--- config.mk ---
export PLATFORM = sky130hd
export DESIGN_NAME = ppg_phase_scheduler
export DESIGN_NICKNAME = d
export VERILOG_FILES = /design/src/rtl/ppg_phase_scheduler.sv
export SDC_FILE = /design/constraint.sdc
export NUM_CORES = 1
export LEC_CHECK = 0
export BUFFER_PORTS_ARGS = -buffer_cell sky130_fd_sc_hd__buf_2
export CAP_MARGIN = 10
export CELL_PAD_IN_SITES_DETAIL_PLACEMENT = 1
export CELL_PAD_IN_SITES_GLOBAL_PLACEMENT = 1
export CORE_ASPECT_RATIO = 1.25
export CORE_UTILIZATION = 39
export CTS_CLUSTER_DIAMETER = 120
export DETAILED_ROUTE_END_ITERATION = 8
export GPL_ROUTABILITY_DRIVEN = 0
export PLACE_DENSITY = 0.84
export SYNTH_ARGS = -nofsm -noshare
export SYNTH_HDL_FRONTEND = slang
export SYNTH_SLANG_ARGS = --single-unit
--- constraint.sdc ---
create_clock -name CLK -period 2.2 [get_ports CLK]
set_input_delay 0.44 -clock CLK [delete_from_list [all_inputs] [get_ports CLK]]
set_output_delay 0.44 -clock CLK [all_outputs]
set_load 0.005 [all_outputs]
--- src/rtl/ppg_phase_scheduler.sv ---
// ppg_phase_scheduler
//   Run-time LED / front-end sequencer used once calibration is done. While running it
//   alternates RED and IR LED phases of PHASE_CYCLES clocks each, applies the phase's
//   DC compensation and PGA gain, ignores the ADC for SETTLE_CYCLES after each phase
//   start, then averages 2^AVG_LOG2 samples. Each RED/IR period yields one averaged
//   pair, offered to a downstream consumer over a valid/ready handshake.
//
// Ports
//   CLK, rst_n                     clock, synchronous active-low reset
//   enable, cal_valid              run request; both high to run, either low -> idle
//   ADC                            front-end sample
//   red_dc_comp/red_pga            calibrated RED settings (snapshotted at phase entry)
//   ir_dc_comp/ir_pga              calibrated IR settings (snapshotted at phase entry)
//   LED_RED, LED_IR                LED drives (never both high)
//   DC_Comp, PGA_Gain              settings applied to the front end
//   RED_ADC_Value, IR_ADC_Value    averaged pair
//   pair_valid, pair_ready         pair handshake
//   overrun                        sticky: a completed pair was dropped; cleared entering idle
module ppg_phase_scheduler #(
  parameter int unsigned PHASE_CYCLES  = 10,
  parameter int unsigned SETTLE_CYCLES = 2,
  parameter int unsigned AVG_LOG2      = 2
) (
  input  logic       CLK,
  input  logic       rst_n,
  input  logic       enable,
  input  logic       cal_valid,
  input  logic [7:0] ADC,
  input  logic [6:0] red_dc_comp,
  input  logic [3:0] red_pga,
  input  logic [6:0] ir_dc_comp,
  input  logic [3:0] ir_pga,
  output logic       LED_RED,
  output logic       LED_IR,
  output logic [6:0] DC_Comp,
  output logic [3:0] PGA_Gain,
  output logic [7:0] RED_ADC_Value,
  output logic [7:0] IR_ADC_Value,
  output logic       pair_valid,
  input  logic       pair_ready,
  output logic       overrun
);

  localparam int unsigned NumAvg = 1 << AVG_LOG2;
  localparam int unsigned CntW   = (PHASE_CYCLES > 1) ? $clog2(PHASE_CYCLES) : 1;
  localparam int unsigned AccW   = 8 + AVG_LOG2;

  localparam logic [CntW-1:0] CntAccFirst = CntW'(SETTLE_CYCLES);
  localparam logic [CntW-1:0] CntAccLast  = CntW'(SETTLE_CYCLES + NumAvg - 1);
  localparam logic [CntW-1:0] CntAvg      = CntW'(SETTLE_CYCLES + NumAvg);
  localparam logic [CntW-1:0] CntLast     = CntW'(PHASE_CYCLES - 1);

  localparam logic [6:0] DcIdle  = 7'd127;
  localparam logic [3:0] PgaIdle = 4'd0;

  // The averaging slot must finish before the phase ends.
  if (SETTLE_CYCLES + NumAvg + 1 > PHASE_CYCLES) begin : g_bad_cfg
    $error("ppg_phase_scheduler: SETTLE_CYCLES + 2^AVG_LOG2 + 1 exceeds PHASE_CYCLES");
  end

  typedef enum logic {StIdle, StRun} state_e;
  typedef enum logic {PhRed, PhIr} phase_e;

  state_e            state_q;
  phase_e            phase_q;
  logic [CntW-1:0]   cnt_q;
  logic [AccW-1:0]   acc_q;
  logic [7:0]        red_stage_q;

  logic              run_req;
  logic              transfer;
  logic              in_acc_win;
  logic [7:0]        avg;

  always_comb begin
    run_req    = enable && cal_valid;
    transfer   = pair_valid && pair_ready;
    in_acc_win = (cnt_q >= CntAccFirst) && (cnt_q <= CntAccLast);
    avg        = acc_q[AVG_LOG2 +: 8];  // truncating divide by 2^AVG_LOG2
  end

  always_ff @(posedge CLK) begin
    if (!rst_n) begin
      state_q       <= StIdle;
      phase_q       <= PhRed;
      cnt_q         <= '0;
      acc_q         <= '0;
      red_stage_q   <= '0;
      LED_RED       <= 1'b0;
      LED_IR        <= 1'b0;
      DC_Comp       <= DcIdle;
      PGA_Gain      <= PgaIdle;
      RED_ADC_Value <= '0;
      IR_ADC_Value  <= '0;
      pair_valid    <= 1'b0;
      overrun       <= 1'b0;
    end else begin
      // The handshake runs independently of the sequencer state; a completion below
      // may re-assert pair_valid in the same cycle.
      if (transfer) begin
        pair_valid <= 1'b0;
      end

      unique case (state_q)
        StIdle: begin
          if (run_req) begin
            state_q  <= StRun;
            phase_q  <= PhRed;
            cnt_q    <= '0;
            LED_RED  <= 1'b1;
            LED_IR   <= 1'b0;
            DC_Comp  <= red_dc_comp;
            PGA_Gain <= red_pga;
          end
        end

        StRun: begin
          if (!run_req) begin
            // Abort: any partial pair is discarded silently.
            state_q     <= StIdle;
            phase_q     <= PhRed;
            cnt_q       <= '0;
            acc_q       <= '0;
            red_stage_q <= '0;
            LED_RED     <= 1'b0;
            LED_IR      <= 1'b0;
            DC_Comp     <= DcIdle;
            PGA_Gain    <= PgaIdle;
            overrun     <= 1'b0;
          end else if (cnt_q == CntLast) begin
            cnt_q <= '0;
            if (phase_q == PhRed) begin
              phase_q  <= PhIr;
              LED_RED  <= 1'b0;
              LED_IR   <= 1'b1;
              DC_Comp  <= ir_dc_comp;
              PGA_Gain <= ir_pga;
            end else begin
              phase_q  <= PhRed;
              LED_RED  <= 1'b1;
              LED_IR   <= 1'b0;
              DC_Comp  <= red_dc_comp;
              PGA_Gain <= red_pga;
            end
          end else begin
            cnt_q <= cnt_q + CntW'(1);
            if (in_acc_win) begin
              acc_q <= acc_q + AccW'(ADC);
            end
            if (cnt_q == CntAvg) begin
              acc_q <= '0;
              if (phase_q == PhRed) begin
                red_stage_q <= avg;
              end else if (!pair_valid || transfer) begin
                RED_ADC_Value <= red_stage_q;
                IR_ADC_Value  <= avg;
                pair_valid    <= 1'b1;
              end else begin
                overrun <= 1'b1;
              end
            end
          end
        end

        default: state_q <= StIdle;
      endcase
    end
  end

endmodule

# ---- After elaboration in Yosys (flattened, before gate mapping)
# Cells that the tools add are included.
dict set report totals {
  input_bits 35
  out_inout_bits 31
  mem_bits_ro 0
  register_bits 54
  latchBits 0
  memories 0
  ramBits 0
}
dict set report op_classes {
  n_mul 0
  muxes 45
  add_sub_neg 2
  n_reduce_logical 10
  eq_ne 10
  n_lt_le_gt_ge 2
  bitwise_logic 2
  n_shift 0
  div 0
}
# cell n
set ops {}
lappend ops {{$mux W10} 4}
lappend ops {{$mux W8} 4}
lappend ops {{$mux W4} 7}
lappend ops {{$mux W7} 4}
lappend ops {{$mux W1} 21}
lappend ops {{$pmux W4 S2} 2}
lappend ops {{$pmux W7 S2} 1}
lappend ops {{$add A10 B8 Y10} 1}
lappend ops {{$ne A2 B2 Y1 const B} 5}
lappend ops {{$reduce_and A6 Y1} 1}
lappend ops {{$reduce_and A5 Y1} 1}
lappend ops {{$add A4 B1 Y4 const B} 1}
lappend ops {{$eq A4 B3 Y1 const B} 1}
lappend ops {{$eq A4 B4 Y1 const B} 1}
lappend ops {{$ge A4 B2 Y1 const B} 1}
lappend ops {{$le A4 B3 Y1 const B} 1}
lappend ops {{$pmux W1 S2} 2}
lappend ops {{$reduce_and A4 Y1} 1}
lappend ops {{$logic_and A1 B1 Y1} 3}
lappend ops {{$ne A3 B1 Y1 const B} 1}
lappend ops {{$ne A3 B2 Y1 const B} 1}
lappend ops {{$reduce_and A3 Y1} 1}
lappend ops {{$ne A2 B1 Y1 const B} 1}
lappend ops {{$not A1 Y1} 2}
lappend ops {{3 further kinds} 3}

# ---- Depth between registers and ports, before layout
# Gate-level depths: netlist (run 1).
dict set report depth {
  word_depth 8
  ltp_mapped 8
  mapped_depth_nobuf 8
}

# ---- Least setup slack after synthesis (run 1)
# No wires, ideal clock.
dict set report synth_timing {
  path_type {input to register}
  startpoint {input ADC[0]}
  endpoint {register acc_q[8]}
  cell_stages 8
  setup_ps 72
  t_arrival_ps 1879
  slack_ps 250
  t_required_ps 2128
  path_buffers 0
  cell_sequence {ha_1 > inv_1 > fa_1 > nand2b_1 > a21oi_1 > o21bai_1 > a211oi_1 > mux2i_1}
}
dict set report synth_between {
  elab_chain_len 5
}
# element line_no
set synth_lines {}
lappend synth_lines {{from (decl)} 28} ;# input logic [7:0] ADC,
lappend synth_lines {{$add A10 B8 Y10} 148} ;# acc_q <= acc_q + AccW'(ADC);
lappend synth_lines {{$mux W10} 147} ;# if (in_acc_win) begin
lappend synth_lines {{$mux W10} 150} ;# if (cnt_q == CntAvg) begin
lappend synth_lines {{$mux W10} 130} ;# end else if (cnt_q == CntLast) begin
lappend synth_lines {{$mux W10} 118} ;# if (!run_req) begin
lappend synth_lines {{to (signal assigned)} 148}
lappend synth_lines {{to (decl)} 67} ;# logic [AccW-1:0] acc_q;
# Every way passes these cells. The select of a mux whose other input is x is not followed.
# A chain may end at the register's enable or synchronous reset.

# ---- Final worst setup path (run 1)
dict set report layout_timing {
  startpoint {register acc_q[0]}
  endpoint {register acc_q[8]}
}
dict set report layout_between {
  elab_chain_len 5
}
# element line_no
set layout_lines {}
lappend layout_lines {{$add A10 B8 Y10} 148}
lappend layout_lines {{$mux W10} 147}
lappend layout_lines {{$mux W10} 150}
lappend layout_lines {{$mux W10} 130}
lappend layout_lines {{$mux W10} 118}
# Every way passes these cells. The select of a mux whose other input is x is not followed.

==> results of run 1 <==
path summary, 6_finish.rpt:
check / from / end / slack (ns) / cells past startpoint
worst max-delay path: acc_q[0]$_SDFFE_PN0P_ / acc_q[8]$_SDFFE_PN0P_ / 0.08 / 8
worst max register to register: acc_q[0]$_SDFFE_PN0P_ / acc_q[8]$_SDFFE_PN0P_ / 0.08 / 8
worst min-delay path: red_pga[2] / PGA_Gain[2]$_SDFFE_PN0P_ / 0.39 / 3
worst min register to register: LED_RED$_SDFFE_PN0P_ / LED_RED$_SDFFE_PN0P_ / 0.47 / 2
cell usage in the layout (no fill, tap or decap), types with 3 or more instances in the layout:
cell	instances
xnor2_1	3
a22oi_1	4
mux2i_1	18
a21boi_0	12
nand4_1	8
clkbuf_8	5
nor2b_1	30
nand2b_1	4
dfxtp_1	54
nand3_1	4
o22ai_1	7
inv_1	7
o21ai_0	17
a222oi_1	4
and2_1	4
buf_4	9
a21o_1	3
ha_1	7
a31oi_1	3
nand2_1	21
buf_2	65
a21oi_1	7
nor2_1	15
state kept, by name (all words and copies together) (netlist names), 4 cells and up:
name / cells
acc_q: 10
PGA_Gain: 4
RED_ADC_Value: 8
cnt_q: 4
red_stage_q: 8
IR_ADC_Value: 8
DC_Comp: 7
cell type report:
cell class                 instances  area [um^2]  share of cell area [%]
inverter                           7         26.3                   0.842
clock inverter                     2         15.0                   0.481
timing repair buffer              75          413                    13.2
sequential                        54         1080                    34.7
clock buffer                       5         68.8                    2.21
tap                               85          106                    3.41
multi-input combinational        204         1410                    45.2
worst max-delay path: stages (launching register included):
cell      delay (ns)
dfxtp_1         0.37
ha_2            0.21
inv_1           0.05
fa_1            0.38
nand2b_1        0.20
a21oi_2         0.18
o21bai_1        0.08
a211oi_1        0.32
mux2i_1         0.25
metrics by stage:
step	hold slack [ns]	instance area, um^2	worst slack, ns	utilization [%]
after detailed placement	0.462	3030	-0.123	48.2
after global placement	0.447	3030	0.113	48.2
final	0.387	3120	0.0811	49.6
after global routing	0.396	3120	0.00754	49.6
after floorplan	0.441	2600	0.250	-
after CTS	0.383	3110	0.0145	49.5
cells by family after synthesis:
family,count (synthesis)
simple gates,98
compound gates,74
flops,54
buf+inv,23
mux,18
fa+ha+maj,9
xor+xnor,5
power by group through the flow:
stage	sequential, W	combinational (W)	clock, W
after floorplan	0.00102	0.0000737	0
after global placement	0.00102	0.000135	0
after detailed placement	0.00102	0.000139	0
after CTS	0.000996	0.000140	0.000566
after global routing	0.000998	0.000157	0.000602
final	0.000996	0.000140	0.000552
per-layer routing:
metal	routed length (um)	GRT usage (%)
met1	2890	25.4
met2	3770	40.7
met3	268	3.66
met4	88	7.55
met5	0	0
repair_timing:
action / 4_1_cts / 5_1_grt
resized for setup: 0 / 2
endpoints found under the setup margin: 0 / 2
hold buffers: 0 / 0
==> metrics.md, run 1 <==
| Metric | Value |
|---|---|
| Status | complete, no violations |
| Io pins | 66 |
| Wirelength per Cell | 16.2 um |
| RSZ-0062 raised after global routing | false |
| Hold Path Class | in -> reg |
| Peak VDD IR | 0.000267 V |
| Count of final hold-check violations | 0 |
| Synth Flop Type | dfxtp_1 |
| Clock-pin slew on the worst setup and hold paths | 0.10 ns |
| Switching pwr | 0.000417 W |
| Layout area overhead | 20.0% |
| Die area | 7000 um^2 |
| Post-synth top area cell | dfxtp_1 |
| Share of cells above drive strength 1 | 25.4% |
| DR vias | 2354 |
| Power per cell area | 541 nW/um^2 |
| Synthesis-stage register bit count | 54 |
| Final min period | 2.12 ns |
| Cell leakage power | 1.22 nW |
| I/O Buffers | 65 |
| Worst-path maximum fanout | 3 |
| Die Height | 93.3 um |
| Final std cells w/o fill | 432 |
| Largest net degree at the start of global routing | 38 |
| Sw Ratio | 24.7% |
| Area share of the largest cell type after synthesis | 41.6% |
| Total wire length | 7.02 mm |
| First-pass GRT wire length | 11.8 mm |
| CTS Buffer Depth | 2 |
| CTS buffer count | 5 |
| FILL cells | 773 |
| Setup violators final | 0 |
| Diode count | 0 |
| Worst EP arrival | 2.36 ns |
| Core Region | 6290 um^2 |
| Initial antenna violation count | 0 |
| # Post-CTS Setup Buffers | 0 |
| Nets | 391 |
| Period utilization | 96.3% |
| Post-synthesis xor/xnor area fraction | 1.69% |
| Worst skew pair latency | 0.31 ns |
| Mean Syn Cell Area | 9.25 um^2 |
| Root Driver | clkbuf_8 |
| Global-route usage over all layers | 22.3% |
| Post-synthesis compound-gate area fraction | 19.1% |
| Crit path capture type | register |
| Post-synthesis cell type count | 49 |
| Post-synth EDFFs | 0 |
| H-Tree Depth | 2 |
| Setup TNS | 0 ns |
| Std-Cell Rows | 32 |
| Overall power | 0.00169 W |
| CTS tree | yes |
| Register area share after synthesis | 41.6% |
| Max-slew violations | 0 |
| Max-slew headroom | 40.0% |
| Clk sinks | 54 |
| TritonRoute pass-1 iters | 4 |
| Count leader, synth | dfxtp_1 |
| Max Cap Violations | 0 |
| Post-route DRC | 0 |
| Worst-Margin Slew | 0.891 ns |
| P_int | 0.00127 W |
| Placed Cells | 425 |
| Fmax | 472 MHz |
| Number of global-route vias before repair | 2496 |
| Ranking of synthesized cells by area | dfxtp_1 (42%), nor2b_1 (7.2%), mux2i_1 (6.9%) |
| Iteration-0 DRC Markers | 135 |
| Routed Antenna Nets | 0 |
| Post-Syn Nets | 325 |
| Clock share of power | 32.7% |
| Reg power frac | 59.0% |
| Synth Area in Adders | 4.62% |
| Die X | 75.0 um |
| Share of flip-flops with an asynchronous set or reset | 0% |
| Mux cell area share after synthesis | 6.93% |
| Warnings from Yosys | 0 |
| Global route overflow | 0 |
| Required time of the critical path | 2.44 ns |
| Crit Path Category | reg -> reg |
| Simple-Gate Fraction of Synth Area | 21.6% |
| Via/cell ratio | 5.45 |
| Syn Inst Count | 281 |
| DPL Wire Length | 5.23 mm |
| Initial core utilization | 41.3% |
| Top post-synthesis cells by count | dfxtp_1 (54), nor2b_1 (30), nand2_1 (21), mux2i_1 (18), o21ai_0 (17) |
| Area of the mapped netlist | 2600 um^2 |
| Main combinational cell family by area after synthesis | simple AND/OR/NAND/NOR gates |
| Logic pwr share | 8.3% |
| Crit start category | register |
| Clk_skew | 0.00543 ns |
(Power assumes the default switching activity.)
==> run 2, diff against run 1 <==
--- a/config.mk
+++ b/config.mk
@@ -7,14 +7,12 @@
 export LEC_CHECK = 0
 export BUFFER_PORTS_ARGS = -buffer_cell sky130_fd_sc_hd__buf_2
 export CAP_MARGIN = 10
-export CELL_PAD_IN_SITES_DETAIL_PLACEMENT = 1
-export CELL_PAD_IN_SITES_GLOBAL_PLACEMENT = 1
 export CORE_ASPECT_RATIO = 1.25
-export CORE_UTILIZATION = 39
+export CORE_UTILIZATION = 53
 export CTS_CLUSTER_DIAMETER = 120
 export DETAILED_ROUTE_END_ITERATION = 8
 export GPL_ROUTABILITY_DRIVEN = 0
-export PLACE_DENSITY = 0.84
+export PLACE_DENSITY = 0.86
 export SYNTH_ARGS = -nofsm -noshare
 export SYNTH_HDL_FRONTEND = slang
 export SYNTH_SLANG_ARGS = --single-unit
==> run 2 against run 1 <==
  * Final area down 0.76%
  * Sequential share of layout area is 0.27 points higher
  * Setup slack better by 0.14 ns
  * Sequential cell count unchanged
  * Utilization increased by 16 points
  * Largest power group unchanged
==> metrics.md, run 2 (same netlist as run 1, synthesis figures left out) <==
| Metric | Value |
|---|---|
| Status | complete, no violations |
| Std-Cell Rows | 28 |
| Wirelength per Cell | 13.9 um |
| Fmax | 504 MHz |
| Total wire length | 5.67 mm |
| Via/cell ratio | 5.57 |
| Die X | 64.6 um |
| Storage cell area | 1080 um^2 |
| Worst-Margin Slew | 0.903 ns |
| DR vias | 2274 |
| Nets | 391 |
| Clk_skew | 0.00706 ns |
| Crit Path Category | reg -> reg |
| Worst EP arrival | 2.22 ns |
| H-Tree Depth | 2 |
| Reg-to-reg slack, setup | 0.22 ns |
| Global route overflow | 0 |
| Setup TNS | 0 ns |
| Crit path capture type | register |
| Clock share of power | 36.6% |
| Reg power frac | 55.8% |
| Required time of the critical path | 2.44 ns |
| Io pins | 66 |
| Setup violators final | 0 |
| Post-route DRC | 0 |
| Cell leakage power | 1.23 nW |
| Worst skew pair latency | 0.31 ns |
| Period utilization | 90.1% |
| Root Driver | clkbuf_8 |
| P_int | 0.00139 W |
| Logic pwr share | 7.6% |
| Switching pwr | 0.000391 W |
| Max-slew violations | 0 |
| Max reg flops | 10 |
| Largest net degree at the start of global routing | 35 |
| CTS tree | yes |
| Initial antenna violation count | 0 |
| Power per cell area | 576 nW/um^2 |
| Final min period | 1.98 ns |
| Most frequent cells in the layout | buf_2 (65), dfxtp_1 (54), nor2b_1 (30), nand2_1 (21), mux2i_1 (18) |
| Initial core utilization | 54.9% |
| Global-route usage over all layers | 22.6% |
| RSZ-0062 raised after global routing | false |
| Die Height | 80.3 um |
| Core Region | 4730 um^2 |
| Crit start category | register |
| Placed Cells | 400 |
| Iteration-0 DRC Markers | 116 |
| Count of final hold-check violations | 0 |
| I/O Buffers | 65 |
| FILL cells | 401 |
| Post-CTS sizing | 0 |
| Share of cells above drive strength 1 | 24.7% |
| TritonRoute pass-1 iters | 4 |
| Hold Path Class | in -> reg |
| Diode count | 0 |
| DPL Wire Length | 4.08 mm |
| First-pass GRT wire length | 9.27 mm |
| Number of global-route vias before repair | 2142 |
| Max Cap Violations | 0 |
| Max-slew headroom | 39.2% |
| Final core occ | 65.4% |
| Clk sinks | 54 |
| Die area | 5190 um^2 |
| Worst-path maximum fanout | 3 |
| Clock-pin slew on the worst setup and hold paths | 0.09 ns |
| Sw Ratio | 21.9% |
| CTS buffer count | 5 |
| CTS Buffer Depth | 2 |
| Commonest non-fill, non-tap cell in the layout | buf_2 |
| Final std cells w/o fill | 408 |
| Top reg by flops | acc_q |
| Peak VDD IR | 0.000564 V |
| Cts hold-fix bufs | 0 |
| Routed Antenna Nets | 0 |
| Layout area overhead | 19.1% |
| Footprint of the multi-input gates | 1400 um^2 |
| # Post-CTS Setup Buffers | 0 |
run 2: cell count changes in the layout (fill, tap and decap cells not counted), sizes merged:
cell | before | now
clkinvlp | 2 | 1
clkbuf | 5 | 6
bufinv | 0 | 1
run 2: critical path, cell delays in order (launching register included):
cell and delay, ns:
dfxtp_1 0.35, ha_1 0.20, inv_1 0.06, fa_1 0.37, nand2b_1 0.19, a21oi_1 0.20, o21bai_1 0.09, a211oi_1 0.25
mux2i_1 0.20
run 2: final timing paths:
path	to	depth (start not counted)	from
min reg2reg	red_stage_q[3]$_SDFFE_PN0P_	2	red_stage_q[3]$_SDFFE_PN0P_
max	acc_q[8]$_SDFFE_PN0P_	8	acc_q[0]$_SDFFE_PN0P_
min	state_q$_SDFF_PN0_	2	cal_valid
max reg2reg	acc_q[8]$_SDFFE_PN0P_	8	acc_q[0]$_SDFFE_PN0P_
run 2: power by group through the flow:
stage                     logic (W)  clock network, W  registers (W)
after floorplan           0.0000737                 0        0.00102
after global placement     0.000132                 0        0.00102
after detailed placement   0.000134                 0        0.00102
after CTS                  0.000136          0.000670       0.000995
after global routing       0.000150          0.000704       0.000997
final                      0.000136          0.000652       0.000995
run 2: cell type report:
type | count | share of cell area (%)
clock buffer | 6 | 2.34
multi-input combinational | 204 | 45.3
clock inverter | 2 | 1.21
tap | 60 | 2.43
inverter | 7 | 0.849
timing repair buffer | 75 | 12.9
sequential | 54 | 34.9
run 2: metrics by stage:
step | hold WS (ns) | total power [W] | setup WS (ns) | area [um^2]
finish | 0.394 | 0.00178 | 0.217 | 3100
global route | 0.392 | 0.00185 | 0.0504 | 3100
CTS | 0.382 | 0.00180 | 0.202 | 3100
detailed placement | 0.466 | 0.00115 | 0.0448 | 2990
global placement | 0.450 | 0.00115 | 0.0923 | 2990
floorplan | 0.441 | 0.00109 | 0.250 | 2600
run 2: per-layer routing:
metal	vias up	wire length (um)	GRT usage [%]
met3	9	228	5.54
met1	1058	2450	24.0
li1	1140	-	-
met2	67	2910	42.4
met5	-	0	0
met4	0	74	8.67
==> run 3, diff against run 2 <==
==> config.mk (replaced) <==
export PLATFORM = sky130hd
export DESIGN_NAME = ppg_phase_scheduler
export DESIGN_NICKNAME = d
export VERILOG_FILES = /design/src/rtl/ppg_phase_scheduler.sv
export SDC_FILE = /design/constraint.sdc
export NUM_CORES = 1
export LEC_CHECK = 0
export CAP_MARGIN = 10
export CORE_ASPECT_RATIO = 1.25
export CORE_UTILIZATION = 30
export CTS_CLUSTER_DIAMETER = 120
export DETAILED_ROUTE_END_ITERATION = 8
export DONT_BUFFER_PORTS = 1
export GPL_ROUTABILITY_DRIVEN = 0
export PLACE_DENSITY = 0.5
export SYNTH_ARGS = -nofsm -noshare
export SYNTH_HDL_FRONTEND = slang
export SYNTH_SLANG_ARGS = --single-unit
==> run 3 against run 2 <==
  * Final cell count fell by 7.1%
  * Largest cell class unchanged
  * Critical endpoint unchanged
  * Highest routed layer unchanged
  * Total power decreased by 0.16%
  * Setup slack better by 0.0061 ns
==> metrics.md, run 3 (same netlist as run 1, synthesis figures left out) <==
| Metric | Value |
|---|---|
| Count of final hold-check violations | 0 |
| P_int | 0.00137 W |
| Setup violators final | 0 |
| Via/cell ratio | 5.27 |
| Die area | 9040 um^2 |
| Global route overflow | 0 |
| CTS tree | yes |
| H-Tree Depth | 2 |
| Status | complete, no violations |
| Switching pwr | 0.000410 W |
| Clk sinks | 54 |
| Hold Path Class | in -> reg |
| DPL Wire Length | 4.25 mm |
| Clk_skew | 0.0127 ns |
| Crit start category | register |
| First-pass GRT wire length | 9.74 mm |
| Reg power frac | 55.9% |
| Overall power | 0.00178 W |
| Period utilization | 89.9% |
| Layout area overhead | 8.81% |
| Nets | 325 |
| Share of cells above drive strength 1 | 7.45% |
| Largest net degree at the start of global routing | 57 |
| Routed Antenna Nets | 0 |
| Worst Min Path Start | rst_n |
| Total wire length | 5.98 mm |
| Hold Path Stages | 1 |
| Worst hold endpoint | DC_Comp[5]$_SDFFE_PN1P_ |
| FILL cells | 880 |
| Crit path capture type | register |
| Commonest non-fill, non-tap cell in the layout | dfxtp_1 |
| Most frequent cells in the layout | dfxtp_1 (54), nor2b_1 (30), nand2_1 (21), mux2i_1 (18), o21ai_0 (17) |
| Placed Cells | 371 |
| Global-route usage over all layers | 13.7% |
| Top reg by flops | acc_q |
| TritonRoute pass-1 iters | 4 |
| Sw Ratio | 23.0% |
| Worst r2r src | acc_q[0]$_SDFFE_PN0P_ |
| Worst-Margin Slew | 0.471 ns |
| Io pins | 66 |
| # Post-CTS Setup Buffers | 0 |
| Core Region | 8330 um^2 |
| DR vias | 1996 |
| Die X | 85.2 um |
| Power per cell area | 630 nW/um^2 |
| Std-Cell Rows | 37 |
| Iteration-0 DRC Markers | 75 |
| Required time of the critical path | 2.44 ns |
| R2R Path End | acc_q[8]$_SDFFE_PN0P_ |
| Max stage delay on crit path | 0.37 ns |
| CTS Buffer Depth | 2 |
| Worst EP arrival | 2.22 ns |
| Diode count | 0 |
| Peak VDD IR | 0.000225 V |
| CTS buffer count | 5 |
| Initial core utilization | 31.2% |
| Logic pwr share | 4.6% |
| Max Cap Violations | 0 |
| Final min period | 1.98 ns |
| Cts hold-fix bufs | 0 |
| Setup TNS | 0 ns |
| Root Driver | clkbuf_8 |
| Max reg flops | 10 |
| Post-CTS sizing | 0 |
| Max-slew violations | 0 |
| Hold Slack | 0.218 ns |
| Clock share of power | 39.4% |
| Cell Chain, Critical Path | ha_1, inv_1, fa_1, nand2b_1, a21oi_1, o21bai_1, a211oi_1, mux2i_1 |
| Wirelength per Cell | 15.8 um |
| Slowest CP cell | fa_1 |
| Worst skew pair latency | 0.31 ns |
| I/O Buffers | 0 |
| Crit Path Category | reg -> reg |
| Die Height | 106 um |
| Final std cells w/o fill | 379 |
| Cell leakage power | 0.952 nW |
| Number of global-route vias before repair | 1977 |
| RSZ-0062 raised after global routing | false |
| Initial antenna violation count | 0 |
| Fmax | 506 MHz |
| Post-route DRC | 0 |
| FF-to-FF path depth | 8 |
| Clock-pin slew on the worst setup and hold paths | 0.11 ns |
| Reg-to-reg slack, setup | 0.22 ns |
| Max-slew headroom | 68.5% |
| Worst-path maximum fanout | 3 |
==> run 3: changes by cell type in the layout (fill, tap and decap cells not counted) <==
cell / delta
clkinvlp_4: -1
buf_12: +1
inv_6: +1
buf_2: -65
buf_4: -2
clkbuf_1: -1
clkinv_4: +1
==> run 3: per-stage QoR <==
step                utilization (%)  setup WS [ns]  area, um^2
finish                         33.9          0.223        2830
global route                   33.9          0.137        2830
CTS                            33.9          0.203        2830
detailed placement             32.5          0.141        2710
global placement               32.5          0.155        2710
floorplan                         -          0.250        2600
==> run 3: area by class of cell <==
| cell class | instances | area (um^2) | share of cell area [%] |
|---|---|---|---|
| Timing Repair Buffer | 9 | 80.1 | 2.83 |
| Clock buffer | 5 | 68.8 | 2.43 |
| Tap cell | 97 | 121 | 4.29 |
| Multi-Input combinational cell | 204 | 1400 | 49.6 |
| Clock inverter | 3 | 47.5 | 1.68 |
| Sequential cell | 54 | 1080 | 38.2 |
| Inverter | 7 | 26.3 | 0.929 |
==> run 3: worst max-delay path by stage <==
stage / start / to / depth (start not counted)
CTS: acc_q[0]$_SDFFE_PN0P_ / acc_q[8]$_SDFFE_PN0P_ / 8
finish: acc_q[0]$_SDFFE_PN0P_ / acc_q[8]$_SDFFE_PN0P_ / 8
global placement: ADC[0] / acc_q[8]$_SDFFE_PN0P_ / 8
global route: acc_q[0]$_SDFFE_PN0P_ / acc_q[8]$_SDFFE_PN0P_ / 8
detailed placement: ADC[0] / acc_q[8]$_SDFFE_PN0P_ / 8
floorplan: ADC[0] / acc_q[8]$_SDFFE_PN0P_ / 8
==> run 3: per-layer routing <==
metal  vias up  routed length (um)  part of all wire (%)  global-route usage (%)
li1       1010                   -                     -                       -
met1       929                2650                    44                    16.1
met2        53                2890                    48                    23.3
met3         4                 373                   6.2                    4.27
met4         0                  65                   1.1                    4.60
met5         -                   0                     0                       0
==> run 3: power groups by stage <==
stage	Combinational, W	Sequential, W	Clock [W]
finish	0.0000821	0.000996	0.000703
global route	0.0000907	0.000999	0.000776
CTS	0.0000831	0.000997	0.000741
detailed placement	0.0000826	0.00102	0
global placement	0.0000819	0.00102	0
floorplan	0.0000737	0.00102	0
==> run 3: worst max-delay path: cells and delay by family, from the launching register on <==
| kind | cells | cell delay [ns] |
|---|---|---|
| adder cells (fa/ha/maj) | 2 | 0.57 |
| buffers and inverters | 1 | 0.06 |
| AND/OR/NAND/NOR | 1 | 0.19 |
| multiplexers | 1 | 0.20 |
| flip-flops | 1 | 0.34 |
| AO/OA/AOI/OAI | 3 | 0.56 |
